**src/rtl/fme_best_cand.sv**
```systemverilog
// Accumulates per-line SADs for 25 fractional-ME candidates, then scans serially for the minimum.
// Latency: result 25 cycles after the final line is accepted; in_ready low during search/result hold.
// Optional FME_ACC_SAT_EN: accumulator adds saturate instead of wrapping.
module fme_best_cand #(
    parameter int LINES = 8,
    parameter int ACC_W = 16
) (
    input  logic             clk,
    input  logic             rst_n,
    input  logic             in_valid,
    input  logic             in_start,
    output logic             in_ready,
    input  logic [59:0]      sad_UH,
    input  logic [59:0]      sad_UQ,
    input  logic [59:0]      sad_M,
    input  logic [59:0]      sad_LQ,
    input  logic [59:0]      sad_LH,
    output logic             out_valid,
    input  logic             out_ready,
    output logic [4:0]       best_idx,
    output logic [ACC_W-1:0] best_sad
);
    localparam int CNT_W = $clog2(LINES + 1);
    localparam int NCAND = 25;

    typedef enum logic [1:0] {IDLE, ACCUM, SEARCH, DONE} state_t;

    state_t           state_q, state_d;
    logic [CNT_W-1:0] cnt_q, cnt_d;
    logic [4:0]       srch_q, srch_d;
    logic [ACC_W-1:0] acc_q [NCAND];
    logic [ACC_W-1:0] acc_d [NCAND];
    logic [4:0]       best_idx_q, best_idx_d;
    logic [ACC_W-1:0] best_sad_q, best_sad_d;

    logic [59:0]      row_sad [5];
    logic [11:0]      lane_sad [NCAND];
    logic             accept;
    logic             do_load;
    logic             do_add;
    logic [CNT_W-1:0] cnt_inc;

    function automatic logic [ACC_W-1:0] acc_add(input logic [ACC_W-1:0] a,
                                                 input logic [11:0]      b);
        logic [ACC_W:0] sum;
        sum = {1'b0, a} + (ACC_W+1)'(b);
`ifdef FME_ACC_SAT_EN
        if (sum[ACC_W]) begin
            return '1;
        end
`endif
        return sum[ACC_W-1:0];
    endfunction

    assign row_sad[0] = sad_UH;
    assign row_sad[1] = sad_UQ;
    assign row_sad[2] = sad_M;
    assign row_sad[3] = sad_LQ;
    assign row_sad[4] = sad_LH;

    // Candidate index is row*5 + lane.
    always_comb begin
        for (int r = 0; r < 5; r++) begin
            for (int l = 0; l < 5; l++) begin
                lane_sad[r*5+l] = row_sad[r][12*l +: 12];
            end
        end
    end

    assign in_ready = (state_q == IDLE) || (state_q == ACCUM);
    assign accept   = in_valid && in_ready;
    assign cnt_inc  = cnt_q + 1'b1;

    always_comb begin
        state_d    = state_q;
        cnt_d      = cnt_q;
        srch_d     = srch_q;
        best_idx_d = best_idx_q;
        best_sad_d = best_sad_q;
        do_load    = 1'b0;
        do_add     = 1'b0;

        case (state_q)
            IDLE: begin
                if (accept && in_start) begin
                    do_load = 1'b1;
                    cnt_d   = CNT_W'(1);
                    state_d = ACCUM;
                end
            end
            ACCUM: begin
                if (accept) begin
                    if (in_start) begin
                        do_load = 1'b1;
                        cnt_d   = CNT_W'(1);
                    end else begin
                        do_add = 1'b1;
                        cnt_d  = cnt_inc;
                        if (cnt_inc == CNT_W'(LINES)) begin
                            state_d = SEARCH;
                            srch_d  = 5'd0;
                        end
                    end
                end
            end
            SEARCH: begin
                // Candidate 0 seeds the minimum; strict compare keeps the lower index on ties.
                if (srch_q == 5'd0) begin
                    best_idx_d = 5'd0;
                    best_sad_d = acc_q[0];
                end else if (acc_q[srch_q] < best_sad_q) begin
                    best_idx_d = srch_q;
                    best_sad_d = acc_q[srch_q];
                end
                srch_d = srch_q + 5'd1;
                if (srch_q == 5'd24) begin
                    state_d = DONE;
                end
            end
            DONE: begin
                if (out_ready) begin
                    state_d = IDLE;
                    cnt_d   = '0;
                end
            end
            default: state_d = IDLE;
        endcase

        for (int i = 0; i < NCAND; i++) begin
            if (do_load) begin
                acc_d[i] = ACC_W'(lane_sad[i]);
            end else if (do_add) begin
                acc_d[i] = acc_add(acc_q[i], lane_sad[i]);
            end else begin
                acc_d[i] = acc_q[i];
            end
        end
    end

    always_ff @(posedge clk or negedge rst_n) begin
        if (!rst_n) begin
            state_q    <= IDLE;
            cnt_q      <= '0;
            srch_q     <= '0;
            best_idx_q <= '0;
            best_sad_q <= '0;
            for (int i = 0; i < NCAND; i++) begin
                acc_q[i] <= '0;
            end
        end else begin
            state_q    <= state_d;
            cnt_q      <= cnt_d;
            srch_q     <= srch_d;
            best_idx_q <= best_idx_d;
            best_sad_q <= best_sad_d;
            for (int i = 0; i < NCAND; i++) begin
                acc_q[i] <= acc_d[i];
            end
        end
    end

    assign out_valid = (state_q == DONE);
    assign best_idx  = best_idx_q;
    assign best_sad  = best_sad_q;

endmodule
```
**config.mk**
```make
export PLATFORM = sky130hd
export DESIGN_NAME = fme_best_cand
export DESIGN_NICKNAME = d
export VERILOG_FILES = /design/src/rtl/fme_best_cand.sv
export SDC_FILE = /design/constraint.sdc
export NUM_CORES = 2
export LEC_CHECK = 0
export ABC_AREA = 0
export CORE_MARGIN = 2
export CORE_UTILIZATION = 35
export DETAILED_ROUTE_END_ITERATION = 8
export DONT_BUFFER_PORTS = 1
export PLACE_DENSITY = 0.58
export SLEW_MARGIN = 20
export SYNTH_ARGS = -nofsm -noshare
export SYNTH_HDL_FRONTEND = slang
export SYNTH_SLANG_ARGS = --single-unit
```
**constraint.sdc**
```tcl
create_clock -name clk -period 6.8 [get_ports clk]
set_clock_uncertainty 0.05 [all_clocks]
set_input_delay 1.36 -clock clk [delete_from_list [all_inputs] [get_ports clk]]
set_output_delay 1.36 -clock clk [all_outputs]
set_load 0.005 [all_outputs]
```
==> impl_metrics.py <==
metrics = {
    "run_status": {
        "outcome": "finished with violations",
        "violations": "max-slew violations",
    },
    "placement": {
        "gp_congestion": 0.924,
        "hpwl_um": 102000,
        "io_buffer_count": 0,
    },
    "power": {
        "p_per_area_nw_per_um2": 508,
        "leakage_nw": 17.5,
        "ir_worst_vdd_v": 0.000250,
    },
    "floorplanning": {
        "fp-row-count": 118,
        "start_util": 0.353,
        "io_pins": 328,
        "core-area_um2": 104000,
        "die_w_um": 327,
        "die_h_um": 327,
        "dieArea_um2": 107000,
    },
    "run": {
        "max_cap_violations": 0,
    },
    "yosys": {
        "synth_ff_type": "dfrtp_1",
        "yosys_warnings": 0,
        "yosys.area_share.simple": 0.159,
        "yosys.area_share.xor_xnor": 0.0503,
        "syn-num-nets": 4891,
        "yosysSeqAreaShare": 0.296,
        "synth_area_per_cell_um2": 8.63,
        "synthArstFlopShare": 1.00,
        "synth_cell_types": 72,
        "synth_cells": 4238,
        "synth_compound_area_frac": 0.252,
        "synth_top_family_by_area": "compound AO/OA/AOI/OAI gates",
        "synth-seq-cells": 432,
        "syn_area_um2": 36600,
        "synth.area.mux_share": 0.0772,
        "synth_edf_count": 0,
        "synthAdderAreaFrac": 0.124,
    },
    "hold_path": {
        "hold_class": "in2async",
    },
    "cts": {
        "hold_buffers": 0,
        "cts_setup_buffers": 0,
        "cts-root-buf": "clkbuf_16",
        "clk_latency_ps": 640,
        "clk_path_buf_depth": 3,
        "cts_buffers": 54,
        "h-tree-depth": 2,
        "cts.sinks": 432,
        "cts_resized": 0,
        "cts_tree": "yes",
        "path_clk_slew_ps": 70,
    },
    "route": {
        "viasPerCell": 5.91,
        "dr_total_vias": 32700,
        "wl_um": 136000,
        "drtIter0Drc": 2763,
        "wl_per_cell_um": 24.6,
        "drc": 0,
        "first_pass_iters": 8,
        "ant_nets": 0,
    },
    "global_route": {
        "grt_pass1_vias": 30900,
        "grt_start_max_net_pins": 433,
        "grt.overflow.total": 0,
        "antenna_found_initial": 12,
        "grt_pass1_wl_um": 202000,
        "grt_use_total": 0.248,
    },
    "sta": {
        "drv_slew": 274,
        "tns_ps": 0,
        "setup_viol": 0,
        "min_period_over_period": 0.771,
        "tightest_slew_ps": 2340,
        "grt_setup_unrepaired": "no",
        "finalCriticalPeriod_ps": 5240,
        "final_hold_viol_count": 0,
        "fmax_mhz": 191,
        "relSlewSlack": -0.560,
    },
    "setup_path": {
        "crit_type": "reg2reg",
        "critical_path.startpoint_type": "register",
        "worst-path-max-fanout": 49,
        "crit_required_ps": 7260,
        "crit_arrival_ps": 5710,
        "cp-end-kind": "register",
    },
    "finish": {
        "drive_above_1_share": 0.0579,
        "ff_latch_area_um2": 10800,
        "final_nets": 4754,
        "final_core_util": 0.383,
        "fillCellCount": 10500,
        "multi_input_area_um2": 24300,
        "area_growth_syn_to_layout_pct": 8.53,
    },
}
[critical path: stages (launching register included)]
cell,delay [ps]
dfrtp_4,1040
buf_4,340
buf_12,290
mux2i_1,120
a22o_1,240
a21oi_1,380
a211o_1,210
ha_1,250
a211oi_1,210
o21bai_1,120
a221oi_1,300
nor2_1,80
nor4b_1,690
a21boi_4,360
mux2_4,390
[synthesized netlist by cell type, types with 75 or more instances]
| cell type | n | share of area |
|---|---|---|
| a22oi_1 | 115 | 0.024 |
| mux2i_1 | 97 | 0.027 |
| xnor2_1 | 103 | 0.025 |
| nor2_1 | 246 | 0.025 |
| xor2_1 | 107 | 0.026 |
| o21ai_0 | 427 | 0.058 |
| ha_1 | 323 | 0.11 |
| nand2_1 | 466 | 0.048 |
| o21a_1 | 75 | 0.015 |
| clkbuf_1 | 176 | 0.018 |
| o211ai_1 | 75 | 0.015 |
| inv_1 | 149 | 0.015 |
| dfrtp_1 | 432 | 0.30 |
| nand2b_1 | 87 | 0.015 |
| a21oi_1 | 305 | 0.042 |
| nor3_1 | 113 | 0.015 |
[routing by layer]
metal / up-vias / wire (µm) / GRT usage
met5: - / 102 / 0
met4: 14 / 5140 / 0.0881
met3: 217 / 10200 / 0.0618
met2: 972 / 65300 / 0.418
met1: 16000 / 55700 / 0.306
li1: 15500 / - / -
[cells by family (layout without fill, tap and decap cells)]
group / count (synthesis) / count (layout)
flops: 432 / 432
xor+xnor: 210 / 210
compound gates: 1454 / 1454
mux: 191 / 191
buf+inv: 367 / 275
simple gates: 1236 / 1236
other cells: 0 / 10
fa+ha+maj: 348 / 348
[power breakdown]
group | leakage, nW | internal (mW) | switching, mW
registers | 5.35 | 3.70 | 1.86
logic | 11.2 | 4.94 | 6.35
clock network | 0.978 | 2.02 | 1.27
[state kept, by name (all words and copies together) (netlist names)]
name	flops
srch_q	5
best_sad	16
acc_q	400
state_q	2
best_idx	5
cnt_q	4
[area by class of cell]
class	instances	area share
multi-input combinational	3439	0.612
clock inverter	22	0.00930
tap	1380	0.0435
antenna	10	0.000631
sequential	432	0.273
clock buffer	79	0.0407
timing repair buffer	24	0.00643
inverter	150	0.0143
[placed cells by master (no fill, tap or decap), types with 69 or more instances in the layout]
cell        n
a21o_1     69
a21oi_1   305
a22oi_1   115
dfrtp_1   429
ha_1      323
inv_1     149
mux2i_1    97
nand2_1   464
nand2b_1   87
nor2_1    245
nor2b_1    73
nor3_1    112
o211ai_1   75
o21a_1     75
o21ai_0   427
o22ai_1    69
xnor2_1   103
xor2_1    107
[stage by stage]
| stage | power [mW] | std cells | instance area, µm² | worst slack [ps] | hold slack, ps |
|---|---|---|---|---|---|
| after floorplan | 13.5 | 4238 | 36600 | 2660 | 420 |
| after global placement | 16.6 | 5425 | 37700 | 1750 | 447 |
| after detailed placement | 16.7 | 5425 | 37700 | 1650 | 466 |
| after CTS | 20.1 | 5526 | 39600 | 1650 | 401 |
| after global routing | 21.8 | 5532 | 39700 | 1180 | 413 |
| final | 20.1 | 5536 | 39700 | 1560 | 438 |
[final timing paths]
kind | startpoint | endpoint | slack, ps | cells past startpoint
max in group asynchronous | rst_n | acc_q[194] | 4460 | 0
min in group clk | acc_q[98] | acc_q[98] | 470 | 2
worst max-delay path | srch_q[0] | best_sad[12] | 1560 | 14
worst min-delay path | rst_n | acc_q[257] | 440 | 0
worst max register to register | srch_q[0] | best_sad[12] | 1560 | 14
worst min register to register | acc_q[98] | acc_q[98] | 470 | 2
Note: power is estimated with default switching activity, not from simulation.
